$ cat config.mk
export PLATFORM = sky130hd
export DESIGN_NAME = uart_block_rx
export DESIGN_NICKNAME = d
export VERILOG_FILES = /design/src/rtl/aes_uart_pkg.sv /design/src/rtl/uart_rx_byte.sv /design/src/rtl/uart_block_rx.sv
export SDC_FILE = /design/constraint.sdc
export NUM_CORES = 1
export LEC_CHECK = 0
export ABC_AREA = 1
export ABC_CLOCK_PERIOD_IN_PS = 9600
export CAP_MARGIN = 15
export CORE_ASPECT_RATIO = 0.75
export CORE_MARGIN = 3
export CORE_UTILIZATION = 50
export CTS_CLUSTER_SIZE = 20
export DETAILED_ROUTE_END_ITERATION = 16
export HOLD_SLACK_MARGIN = 0.12
export PLACE_DENSITY_LB_ADDON = 0.2
export RECOVER_POWER = 100
export SKIP_CTS_REPAIR_TIMING = 1
export SLEW_MARGIN = 10
export SYNTH_ARGS = -nofsm -noshare
export SYNTH_HDL_FRONTEND = slang
export SYNTH_SLANG_ARGS = --single-unit
$ cat constraint.sdc
create_clock -name io_clk -period 9.6 [get_ports io_clk]
set_input_delay 1.92 -clock io_clk [delete_from_list [all_inputs] [get_ports io_clk]]
set_output_delay 1.92 -clock io_clk [all_outputs]
set_load 0.05 [all_outputs]
$ cat src/rtl/aes_uart_pkg.sv
// Shared definitions for the AES test chip host UART link (receive and transmit paths).
package aes_uart_pkg;

  localparam int UART_BITS       = 8;
  localparam int DEFAULT_CLK_DIV = 16;

  typedef enum logic [2:0] {
    IDLE,
    START,
    DATA,
    STOP,
    WAIT_IDLE
  } rx_state_e;

endpackage

$ cat src/rtl/uart_rx_byte.sv
// 8N1 byte receiver: input synchroniser, framing FSM and mid-bit sampling counters.
module uart_rx_byte
  import aes_uart_pkg::*;
#(
  parameter int CLK_DIV = DEFAULT_CLK_DIV
) (
  input  logic                 clk_i,
  input  logic                 rst_i,
  input  logic                 rx_i,
  output logic [UART_BITS-1:0] byte_o,
  output logic                 byte_valid_o,
  output logic                 frame_err_o,
  output logic                 line_idle_o
);

  localparam int CNT_W = $clog2(CLK_DIV);
  localparam int BIT_W = $clog2(UART_BITS);

  rx_state_e            state_q, state_d;
  logic [1:0]           sync_q;
  logic [CNT_W-1:0]     cnt_q, cnt_d;
  logic [BIT_W-1:0]     bit_idx_q, bit_idx_d;
  logic [UART_BITS-1:0] shift_q, shift_d;
  logic                 rx_s;
  logic                 half_tick;
  logic                 bit_tick;

  assign rx_s      = sync_q[1];
  assign half_tick = (cnt_q == CNT_W'(CLK_DIV / 2 - 1));
  assign bit_tick  = (cnt_q == CNT_W'(CLK_DIV - 1));

  // Synchroniser presets to the idle (high) line level so reset never looks like a start bit.
  always_ff @(posedge clk_i or posedge rst_i) begin
    if (rst_i) begin
      sync_q    <= 2'b11;
      state_q   <= IDLE;
      cnt_q     <= '0;
      bit_idx_q <= '0;
      shift_q   <= '0;
    end else begin
      sync_q    <= {sync_q[0], rx_i};
      state_q   <= state_d;
      cnt_q     <= cnt_d;
      bit_idx_q <= bit_idx_d;
      shift_q   <= shift_d;
    end
  end

  always_comb begin
    state_d      = state_q;
    cnt_d        = cnt_q + CNT_W'(1);
    bit_idx_d    = bit_idx_q;
    shift_d      = shift_q;
    byte_valid_o = 1'b0;
    frame_err_o  = 1'b0;
    unique case (state_q)
      IDLE: begin
        cnt_d = '0;
        if (!rx_s) state_d = START;
      end
      // A start bit that is high again at its midpoint was a glitch and is ignored silently.
      START: begin
        if (half_tick) begin
          cnt_d     = '0;
          bit_idx_d = '0;
          state_d   = rx_s ? IDLE : DATA;
        end
      end
      DATA: begin
        if (bit_tick) begin
          cnt_d   = '0;
          shift_d = {rx_s, shift_q[UART_BITS-1:1]};
          if (bit_idx_q == BIT_W'(UART_BITS - 1)) begin
            state_d = STOP;
          end else begin
            bit_idx_d = bit_idx_q + BIT_W'(1);
          end
        end
      end
      STOP: begin
        if (bit_tick) begin
          cnt_d = '0;
          if (rx_s) begin
            byte_valid_o = 1'b1;
            state_d      = IDLE;
          end else begin
            frame_err_o = 1'b1;
            state_d     = WAIT_IDLE;
          end
        end
      end
      WAIT_IDLE: begin
        cnt_d = '0;
        if (rx_s) state_d = IDLE;
      end
      default: begin
        cnt_d   = '0;
        state_d = IDLE;
      end
    endcase
  end

  assign byte_o      = shift_q;
  assign line_idle_o = (state_q == IDLE) && rx_s;

endmodule

$ cat src/rtl/uart_block_rx.sv
// Packs received UART bytes into BLOCK_BYTES-wide blocks for the AES core, with a
// single-entry valid/ready output register, overrun detection and a partial-block timeout.
module uart_block_rx
  import aes_uart_pkg::*;
#(
  parameter int CLK_DIV      = DEFAULT_CLK_DIV,
  parameter int BLOCK_BYTES  = 16,
  parameter int TIMEOUT_BITS = 20
) (
  input  logic                           io_clk,
  input  logic                           io_reset,
  input  logic                           io_rx,
  output logic [UART_BITS*BLOCK_BYTES-1:0] blk_data,
  output logic                           blk_valid,
  input  logic                           blk_ready,
  output logic                           frame_err,
  output logic                           overrun
);

  localparam int BLK_W     = UART_BITS * BLOCK_BYTES;
  localparam int BCNT_W    = (BLOCK_BYTES > 1) ? $clog2(BLOCK_BYTES) : 1;
  localparam int TO_CYCLES = TIMEOUT_BITS * CLK_DIV;
  localparam int TO_W      = (TO_CYCLES > 1) ? $clog2(TO_CYCLES) : 1;

  logic [UART_BITS-1:0]       rx_byte;
  logic                       rx_byte_valid;
  logic                       rx_frame_err;
  logic                       line_idle;

  logic [BCNT_W-1:0]          byte_cnt_q, byte_cnt_d;
  logic [BLK_W-1:0]           asm_q, asm_d;
  logic [BLK_W-1:0]           blk_data_q, blk_data_d;
  logic                       blk_valid_q, blk_valid_d;
  logic                       frame_err_q;
  logic                       overrun_q, overrun_d;
  logic [TO_W-1:0]            to_cnt_q, to_cnt_d;
  logic [BLK_W+UART_BITS-1:0] asm_shift;
  logic [BLK_W-1:0]           asm_next;
  logic                       complete;
  logic                       to_running;

  uart_rx_byte #(
    .CLK_DIV(CLK_DIV)
  ) u_rx_byte (
    .clk_i       (io_clk),
    .rst_i       (io_reset),
    .rx_i        (io_rx),
    .byte_o      (rx_byte),
    .byte_valid_o(rx_byte_valid),
    .frame_err_o (rx_frame_err),
    .line_idle_o (line_idle)
  );

  // Oldest byte drifts towards the MSB end, so the first byte of a block lands in the top byte.
  assign asm_shift  = {asm_q, rx_byte};
  assign asm_next   = asm_shift[BLK_W-1:0];
  assign complete   = rx_byte_valid && (byte_cnt_q == BCNT_W'(BLOCK_BYTES - 1));
  assign to_running = (TIMEOUT_BITS != 0) && (byte_cnt_q != '0) && line_idle;

  always_ff @(posedge io_clk or posedge io_reset) begin
    if (io_reset) begin
      byte_cnt_q  <= '0;
      asm_q       <= '0;
      blk_data_q  <= '0;
      blk_valid_q <= 1'b0;
      frame_err_q <= 1'b0;
      overrun_q   <= 1'b0;
      to_cnt_q    <= '0;
    end else begin
      byte_cnt_q  <= byte_cnt_d;
      asm_q       <= asm_d;
      blk_data_q  <= blk_data_d;
      blk_valid_q <= blk_valid_d;
      frame_err_q <= rx_frame_err;
      overrun_q   <= overrun_d;
      to_cnt_q    <= to_cnt_d;
    end
  end

  // A completing block may replace the held one only if that one leaves in the same cycle.
  always_comb begin
    byte_cnt_d  = byte_cnt_q;
    asm_d       = asm_q;
    blk_data_d  = blk_data_q;
    blk_valid_d = blk_valid_q;
    overrun_d   = 1'b0;
    to_cnt_d    = to_cnt_q;

    if (rx_byte_valid) begin
      asm_d      = asm_next;
      byte_cnt_d = complete ? '0 : byte_cnt_q + BCNT_W'(1);
    end

    if (complete) begin
      if (!blk_valid_q || blk_ready) begin
        blk_data_d  = asm_next;
        blk_valid_d = 1'b1;
      end else begin
        overrun_d = 1'b1;
      end
    end else if (blk_valid_q && blk_ready) begin
      blk_valid_d = 1'b0;
    end

    // Leaving the idle line (start edge) clears the count, which is what restarts the timeout.
    if (!to_running) begin
      to_cnt_d = '0;
    end else if (to_cnt_q == TO_W'(TO_CYCLES - 1)) begin
      to_cnt_d   = '0;
      byte_cnt_d = '0;
    end else begin
      to_cnt_d = to_cnt_q + TO_W'(1);
    end
  end

  assign blk_data  = blk_data_q;
  assign blk_valid = blk_valid_q;
  assign frame_err = frame_err_q;
  assign overrun   = overrun_q;

endmodule
# [Word level (Yosys, flattened, before mapping)]
# Index checks and enable logic that the tools add are counted.
[word_totals] word_cells=82 regBits=284 out_inout_bits=131
[classes] mux=33 eq_ne=17 reduce_logical=16 addsub=4
[ops] op="$mux W3" count=10
[ops] op="$mux W4" count=6
[ops] op="$mux W9" count=2
[ops] op="$pmux W3 S5" count=1
[ops] op="$ne A2 B1 Y1 const B" count=6
[ops] op="$mux W1" count=11
[ops] op="$add A9 B1 Y9 const B" count=1
[ops] op="$eq A9 B9 Y1 const B" count=1
[ops] op="$add A4 B1 Y4 const B" count=2
[ops] op="$eq A4 B4 Y1 const B" count=2
[ops] op="$pmux W4 S2" count=1
[ops] op="$eq A3 B2 Y1 const B" count=2
[ops] op="$eq A3 B3 Y1 const B" count=2
[ops] op="$pmux W3 S2" count=1
[ops] op="$reduce_and A2 Y1" count=3
[ops] op="$reduce_and A6 Y1" count=1
[ops] op="$eq A4 B3 Y1 const B" count=1
[ops] op="$logic_and A1 B1 Y1" count=4
[ops] op="$ne A2 B2 Y1 const B" count=2
[ops] op="$reduce_and A4 Y1" count=1
[ops] op="$reduce_bool A2 Y1" count=2
[ops] op="$reduce_bool A4 Y1" count=1
[ops] op="$add A3 B1 Y3 const B" count=1
[ops] op="$eq A3 B1 Y1 const B" count=1
[ops] op="other kinds (5)" count=5

# [Depth between registers and ports, before layout]
# Gate-level depths: netlist of the first run.
[logic_depth] depth_word=8 ltp_mapped=9

# [Modules after synthesis]
# Synthesis of the first run repeated with hierarchy kept, for this count alone.
[hier_totals] cells_unflattened=1147 area_unflattened_um2=11448.5
[modules_own_cells] module="uart_block_rx" cells_per_inst=1029 area_per_inst_um2=10413.7 n_inst=1
[modules_own_cells] module="uart_rx_byte" cells_per_inst=118 area_per_inst_um2=1034.7 n_inst=1

# [Least setup slack after synthesis of the first run]
# OpenSTA, ideal clock, no wires.
[synth_timing] kind="input to register" startpoint="input blk_ready" endpoint="register blk_data_q[48] (netlist: blk_data[48])" path_buffers=2 t_arrival_ns=2.629 setup_slack_ns=6.851 path_stages=7 setup_ns=0.120 cell_sequence="inv_1 nand2_1 nand4_4 buf_4 buf_6 nand2_1 o21ai_2"
[synth_between] elab_chain_cells=2
[synth_lines] item="from (decl)" line="uart_block_rx.sv:15" source="input logic blk_ready,"
[synth_lines] item="$logic_or A1 B1 Y1" line="uart_block_rx.sv:95" source="if (!blk_valid_q || blk_ready) begin"
[synth_lines] item="$reduce_and A2 Y1 (no source line)"
[synth_lines] item="to (signal assigned)" line="uart_block_rx.sv:72" source="blk_data_q <= blk_data_d;"
[synth_lines] item="to (decl)" line="uart_block_rx.sv:32" source="logic [BLK_W-1:0] blk_data_q, blk_data_d;"
# No other way between the ends.
# A chain may end at the register's enable or synchronous reset.

# [Final worst setup path of the first run]
[layout_timing] startpoint="input blk_ready" endpoint="register blk_data_q[74] (netlist: blk_data[74])"
# The elaborated chain is that of the path after synthesis.

==> results of run 1 <==
final cells by class:
class / count / area (um2) / share of cell area
clock inverter: 13 / 140 / 0.0106
timing repair buffer: 140 / 1390 / 0.105
inverter: 153 / 578 / 0.0437
clock buffer: 35 / 726 / 0.0549
sequential: 284 / 7110 / 0.538
multi-input combinational: 650 / 2910 / 0.220
tap: 288 / 360 / 0.0273
registers in the layout, indices dropped and copies added (netlist names), 2 cells and up:
signal / count
u_rx_byte.state_q: 3
u_rx_byte.byte_o: 8
u_rx_byte.bit_idx_q: 3
u_rx_byte.cnt_q: 4
asm_q: 120
u_rx_byte.sync_q: 2
to_cnt_q: 9
byte_cnt_q: 4
blk_data: 128
metal layers:
layer  GRT usage  wire length [um]  vias up
li1            -                 -     3814
met1       0.293             11200     3647
met2       0.268              9200      145
met3      0.0360              1070       24
met4      0.0357               353        0
met5           0                 0        -
cell usage after synthesis:
master / count
a21oi_1: 7
a31oi_1: 1
and2_1: 1
buf_2: 23
buf_4: 1
buf_6: 23
clkbuf_1: 8
dfrtp_1: 282
dfstp_2: 2
ha_1: 6
inv_1: 153
nand2_1: 308
nand2_4: 1
nand3_1: 12
nand3_4: 1
nand3b_1: 2
nand4_1: 8
nand4_4: 1
nor2_1: 31
nor2_2: 2
nor2_4: 1
nor2_8: 1
nor3_1: 1
nor3b_1: 2
o21ai_0: 96
o21ai_1: 154
o21ai_2: 9
o22ai_1: 1
xnor2_1: 1
xor2_1: 3
cells in the final DEF (no fill, tap or decap), types with 2 or more instances in the layout:
master	synthesis	routed
a21oi_1	7	7
nor2_1	31	34
nand3b_1	2	2
nand3_1	12	13
o21ai_1	154	5
clkinv_2	0	10
nor3b_1	2	2
dfrtp_1	282	282
clkbuf_16	0	27
o21ai_0	96	254
bufinv_16	0	3
buf_4	1	3
inv_1	153	152
clkbuf_8	0	2
xor2_1	3	3
nand4_1	8	9
nand2_1	308	309
ha_1	6	6
clkbuf_1	8	7
dlygate4sd3_1	0	134
power breakdown:
group	total [mW]	internal (mW)	switching, mW	leakage, nW
combinational	0.108	0.0316	0.0763	1.87
clock	1.05	0.612	0.437	0.436
sequential	1.24	1.22	0.0171	3.94
stage by stage:
stage                     instances  setup WS (ns)
after global placement         1515           5.11
after CTS                      1563           5.58
after global routing           1563           2.81
after floorplan                1142           3.92
final                          1563           3.40
after detailed placement       1515           5.05
cell families after synthesis:
group           count (synthesis)  synth area share
simple gates                  372             0.137
xor+xnor                        4           0.00316
flops                         284             0.640
fa+ha+maj                       6           0.00676
buf+inv                       208            0.0888
compound gates                268             0.124
how the worst min path moves through the flow:
stage                                        from                             to  depth (start not counted)
global placement    u_rx_byte.sync_q[0]$_DFF_PP1_  u_rx_byte.sync_q[1]$_DFF_PP1_                          0
CTS                 u_rx_byte.sync_q[0]$_DFF_PP1_  u_rx_byte.sync_q[1]$_DFF_PP1_                          0
floorplan           u_rx_byte.sync_q[0]$_DFF_PP1_  u_rx_byte.sync_q[1]$_DFF_PP1_                          0
detailed placement  u_rx_byte.sync_q[0]$_DFF_PP1_  u_rx_byte.sync_q[1]$_DFF_PP1_                          0
global route        u_rx_byte.sync_q[0]$_DFF_PP1_  u_rx_byte.sync_q[1]$_DFF_PP1_                          0
finish              u_rx_byte.sync_q[0]$_DFF_PP1_  u_rx_byte.sync_q[1]$_DFF_PP1_                          0
==> impl_metrics.py, run 1 <==
metrics = {
    "run_status": {
        "status": "finished with violations",
        "violations": "max-capacitance violations, max-slew violations",
    },
    "die": {
        "core_area_um2": 21500,
        "rows": 46,
        "ioPinCount": 135,
        "die_area_um2": 24000,
        "dieHeight_um": 135,
        "die_w_um": 178,
        "initial_core_util": 0.517,
    },
    "clock_tree": {
        "htree_levels": 1,
        "clock_path_buffers": 3,
        "clk_latency_ns": 0.52,
        "cts_tree": "done",
        "clock-sinks": 284,
        "cts_made_buffers": 27,
        "path_clk_slew_ns": 0.06,
        "clockRootBuffer": "clkbuf_16",
    },
    "worst_setup_path": {
        "worstSetupEndpoint": "blk_data[74]$_DFFE_PP0P_",
        "path_depth": 6,
        "end_kind": "flip-flop",
        "crit_required_ns": 9.99,
        "crit_family": "simple AND/OR/NAND/NOR gates",
        "r2r_cells": 6,
        "worstReg2RegEnd": "blk_data[74]$_DFFE_PP0P_",
        "critPathMaxStageDelay_ns": 1.93,
        "crit_start": "blk_ready",
        "arrival_ns": 6.58,
        "cp-start-kind": "input pin",
        "crit_buf_inv": 3,
        "critPathKind": "input pin to flip-flop",
        "timing.rr.start": "u_rx_byte.cnt_q[0]$_DFF_PP0_",
        "rrSetupSlack_ns": 3.86,
        "path_cells": "dlygate4sd3_1, inv_1, nand2_1, nand4_1, clkbuf_2, o21ai_0",
        "cp_slowest_cell": "nand4_1",
        "path_max_fanout": 107,
    },
    "routing": {
        "firstDrtPassIters": 5,
        "drt_first_iter_violations": 534,
        "via_per_inst": 4.88,
        "vias": 7630,
        "wl_per_cell_um": 13.9,
        "wl_mm": 21.8,
        "antenna_left": 0,
        "drc": 0,
    },
    "global_routing": {
        "grt_first_pass_wirelength_mm": 36.7,
        "grt_usage": 0.185,
        "grt_max_degree": 164,
        "grt-ovfl-total": 0,
        "grt_pass1_vias": 7310,
        "antenna_found_initial": 0,
    },
    "synthesis": {
        "synth_warnings": 0,
        "synth_area_per_cell_um2": 9.72,
        "yosysSeqAreaShare": 0.640,
        "ys_types": 30,
        "synth_area_leaders": "dfrtp_1 (64%), nand2_1 (10%), o21ai_1 (6.9%)",
        "ys_seq_elements": 284,
        "synth_top_area_frac": 0.636,
        "synthCells": 1142,
        "syn_area_um2": 11100,
        "yosysTopAreaCell": "dfrtp_1",
        "syn_nets": 1152,
    },
    "sta": {
        "tightest_slew_ns": 3.55,
        "fin_crit_ns": 6.20,
        "timing.hold.ws_ns": 0.361,
        "max_freq_ghz": 0.161,
        "hold_viol": 0,
        "rsz0062_at_grt": "no",
        "fin_skew_ns": 0.00927,
        "setup_violations": 0,
        "fin_tns_setup_ns": 0,
        "fin_crit_sh": 0.645,
        "relSlewSlack": -1.37,
        "maxSlewViolCount": 366,
    },
    "power": {
        "vdd_drop_max_uv": 155,
        "power.leakage_nw": 6.25,
        "powerDensity_nw_per_um2": 181,
        "power_mw": 2.39,
    },
    "layout": {
        "syn_to_final_growth_pct": 19.1,
        "drive_gt1_frac": 0.0392,
        "nNetsFinal": 1266,
        "postLayoutCellArea_um2": 13200,
        "antenna_cells": 0,
        "fillers": 1838,
        "fin_util": 0.616,
    },
    "flow_run": {
        "maxCapViolCount": 4,
    },
    "placed_design": {
        "hpwl_mm": 13.8,
        "gp_congestion": 0.741,
        "postPlaceCellArea_um2": 12500,
        "portBuffers": 134,
    },
    "min_path": {
        "hold_class": "flip-flop to flip-flop",
    },
}
Power figures use the tool's default switching activity.
==> inputs of run 2 (changes only) <==
- ABC_CLOCK_PERIOD_IN_PS: 9600 -> 5770
- CORE_UTILIZATION: 50 -> 55
- clock period: 9.6 -> 5.77 ns (I/O delays scaled with it)
==> run 2 against run 1 <==
The flow still finishes with violations (max-capacitance violations, max-slew violations). Critical path type is now input pin to asynchronous set/reset pin. Cell count is 2.2% lower. Global-route usage is 1.7 points higher. Count of clock-buffer cells in the layout is 5 higher. Sequential power is 66% higher. Critical endpoint is now u_rx_byte.byte_o[2]$_DFFE_PP0P_. Final area is 0.18% lower. Wire length is 0.89% higher. Die area is 8.7% lower.
==> impl_metrics.py, run 2 (synthesis gave the netlist of run 1 again) <==
metrics = {
    "sta": {
        "fin_crit_sh": 0.668,
        "tightest_slew_ns": 2.80,
        "fin_skew_ns": 0.0138,
        "setup_violations": 0,
        "maxSlewViolCount": 251,
        "relSlewSlack": -0.870,
        "fin_crit_ns": 3.86,
        "max_freq_ghz": 0.259,
        "hold_viol": 0,
        "rsz0062_at_grt": "no",
        "fin_tns_setup_ns": 0,
    },
    "worst_setup_path": {
        "crit_buf_inv": 3,
        "path_max_fanout": 53,
        "crit_family": "buffers and inverters",
        "end_kind": "asynchronous set/reset pin",
        "crit_required_ns": 5.79,
        "cp_slowest_cell": "clkbuf_1",
        "critPathMaxStageDelay_ns": 2.00,
        "cp-start-kind": "input pin",
        "critPathKind": "input pin to asynchronous set/reset pin",
        "arrival_ns": 3.88,
        "path_cells": "dlygate4sd3_1, clkinvlp_2, clkbuf_1",
    },
    "layout": {
        "final_common_cell": "nand2_1",
        "final_cell_mix": "nand2_1 (308), dfrtp_1 (282), o21ai_0 (255), inv_1 (152), dlygate4sd3_1 (133)",
        "nNetsFinal": 1266,
        "fillers": 1572,
        "largest_register_ffs": 128,
        "antenna_cells": 0,
        "syn_to_final_growth_pct": 18.8,
        "drive_gt1_frac": 0.0392,
        "postLayoutCellArea_um2": 13200,
    },
    "min_path": {
        "hold_class": "flip-flop to flip-flop",
    },
    "placed_design": {
        "gp_congestion": 0.790,
        "hpwl_mm": 13.8,
        "postPlaceCellArea_um2": 12400,
        "portBuffers": 134,
    },
    "routing": {
        "via_per_inst": 5.05,
        "wl_mm": 22.0,
        "wl_per_cell_um": 14.4,
        "vias": 7711,
        "antenna_left": 0,
        "firstDrtPassIters": 5,
        "drc": 0,
        "drt_first_iter_violations": 696,
    },
    "clock_tree": {
        "clock-sinks": 284,
        "cts_made_buffers": 27,
        "path_clk_slew_ns": 0.06,
        "htree_levels": 1,
        "clk_latency_ns": 0.53,
        "cts_tree": "done",
        "clock_path_buffers": 3,
        "clockRootBuffer": "clkbuf_16",
    },
    "flow_run": {
        "maxCapViolCount": 3,
    },
    "global_routing": {
        "grt_pass1_vias": 7477,
        "grt_usage": 0.202,
        "antenna_found_initial": 1,
        "grt_max_degree": 156,
        "grt-ovfl-total": 0,
        "grt_first_pass_wirelength_mm": 36.8,
    },
    "die": {
        "dieHeight_um": 129,
        "die_area_um2": 21900,
        "core_area_um2": 19600,
        "initial_core_util": 0.566,
        "rows": 44,
        "die_w_um": 170,
        "ioPinCount": 135,
    },
    "power": {
        "vdd_drop_max_uv": 288,
        "powerDensity_nw_per_um2": 298,
        "power_mw": 3.93,
        "power.leakage_nw": 6.26,
    },
    "run_status": {
        "violations": "max-capacitance violations, max-slew violations",
        "status": "finished with violations",
    },
}
run 2: path summary, 6_finish.rpt:
path                                                  start                               to  slack, ns  depth (start not counted)
setup reg to reg           u_rx_byte.state_q[0]$_DFFE_PP0P_            asm_q[80]$_DFFE_PP0N_       1.91                          5
max in group io_clk        u_rx_byte.state_q[0]$_DFFE_PP0P_            asm_q[80]$_DFFE_PP0N_       1.91                          5
setup / recovery                                   io_reset  u_rx_byte.byte_o[2]$_DFFE_PP0P_       1.91                          3
hold reg to reg               u_rx_byte.sync_q[0]$_DFF_PP1_    u_rx_byte.sync_q[1]$_DFF_PP1_       0.36                          0
min in group asynchronous                          io_reset        blk_data[111]$_DFFE_PP0P_       1.32                          3
hold / removal                u_rx_byte.sync_q[0]$_DFF_PP1_    u_rx_byte.sync_q[1]$_DFF_PP1_       0.36                          0
run 2: final cells by class:
| type | instances | area (um2) | area share |
|---|---|---|---|
| timing repair buffer | 140 | 1400 | 0.106 |
| inverter | 153 | 576 | 0.0436 |
| tap | 253 | 317 | 0.0240 |
| clock inverter | 8 | 68.8 | 0.00522 |
| sequential | 284 | 7110 | 0.539 |
| multi-input combinational | 650 | 2960 | 0.224 |
| clock buffer | 40 | 764 | 0.0579 |
run 2: report_power, final:
group          switching [mW]  internal (mW)
clock                   0.717          0.959
combinational           0.137         0.0543
sequential             0.0323           2.03
run 2: layer usage:
metal	GRT usage	routed length, um	vias to the layer above
li1	-	-	3826
met1	0.316	10900	3665
met2	0.298	9490	188
met3	0.0418	1240	32
met4	0.0424	392	0
met5	0	0	-
run 2: per-stage QoR:
stage | hold slack (ns) | utilization | setup WS, ns | cells
global placement | 0.346 | 0.634 | 2.30 | 1480
finish | 0.363 | 0.673 | 1.91 | 1528
floorplan | 0.345 | - | 0.854 | 1142
detailed placement | 0.350 | 0.634 | 2.25 | 1480
CTS | 0.359 | 0.677 | 2.78 | 1528
global route | 0.370 | 0.673 | 1.37 | 1528
run 2: worst register-to-register path: stages, from the launching register on:
cell      delay [ns]
dfrtp_1         0.41
nand2_1         0.08
nor2_1          0.83
nand2_8         0.55
clkbuf_2        1.16
o21ai_0         0.69
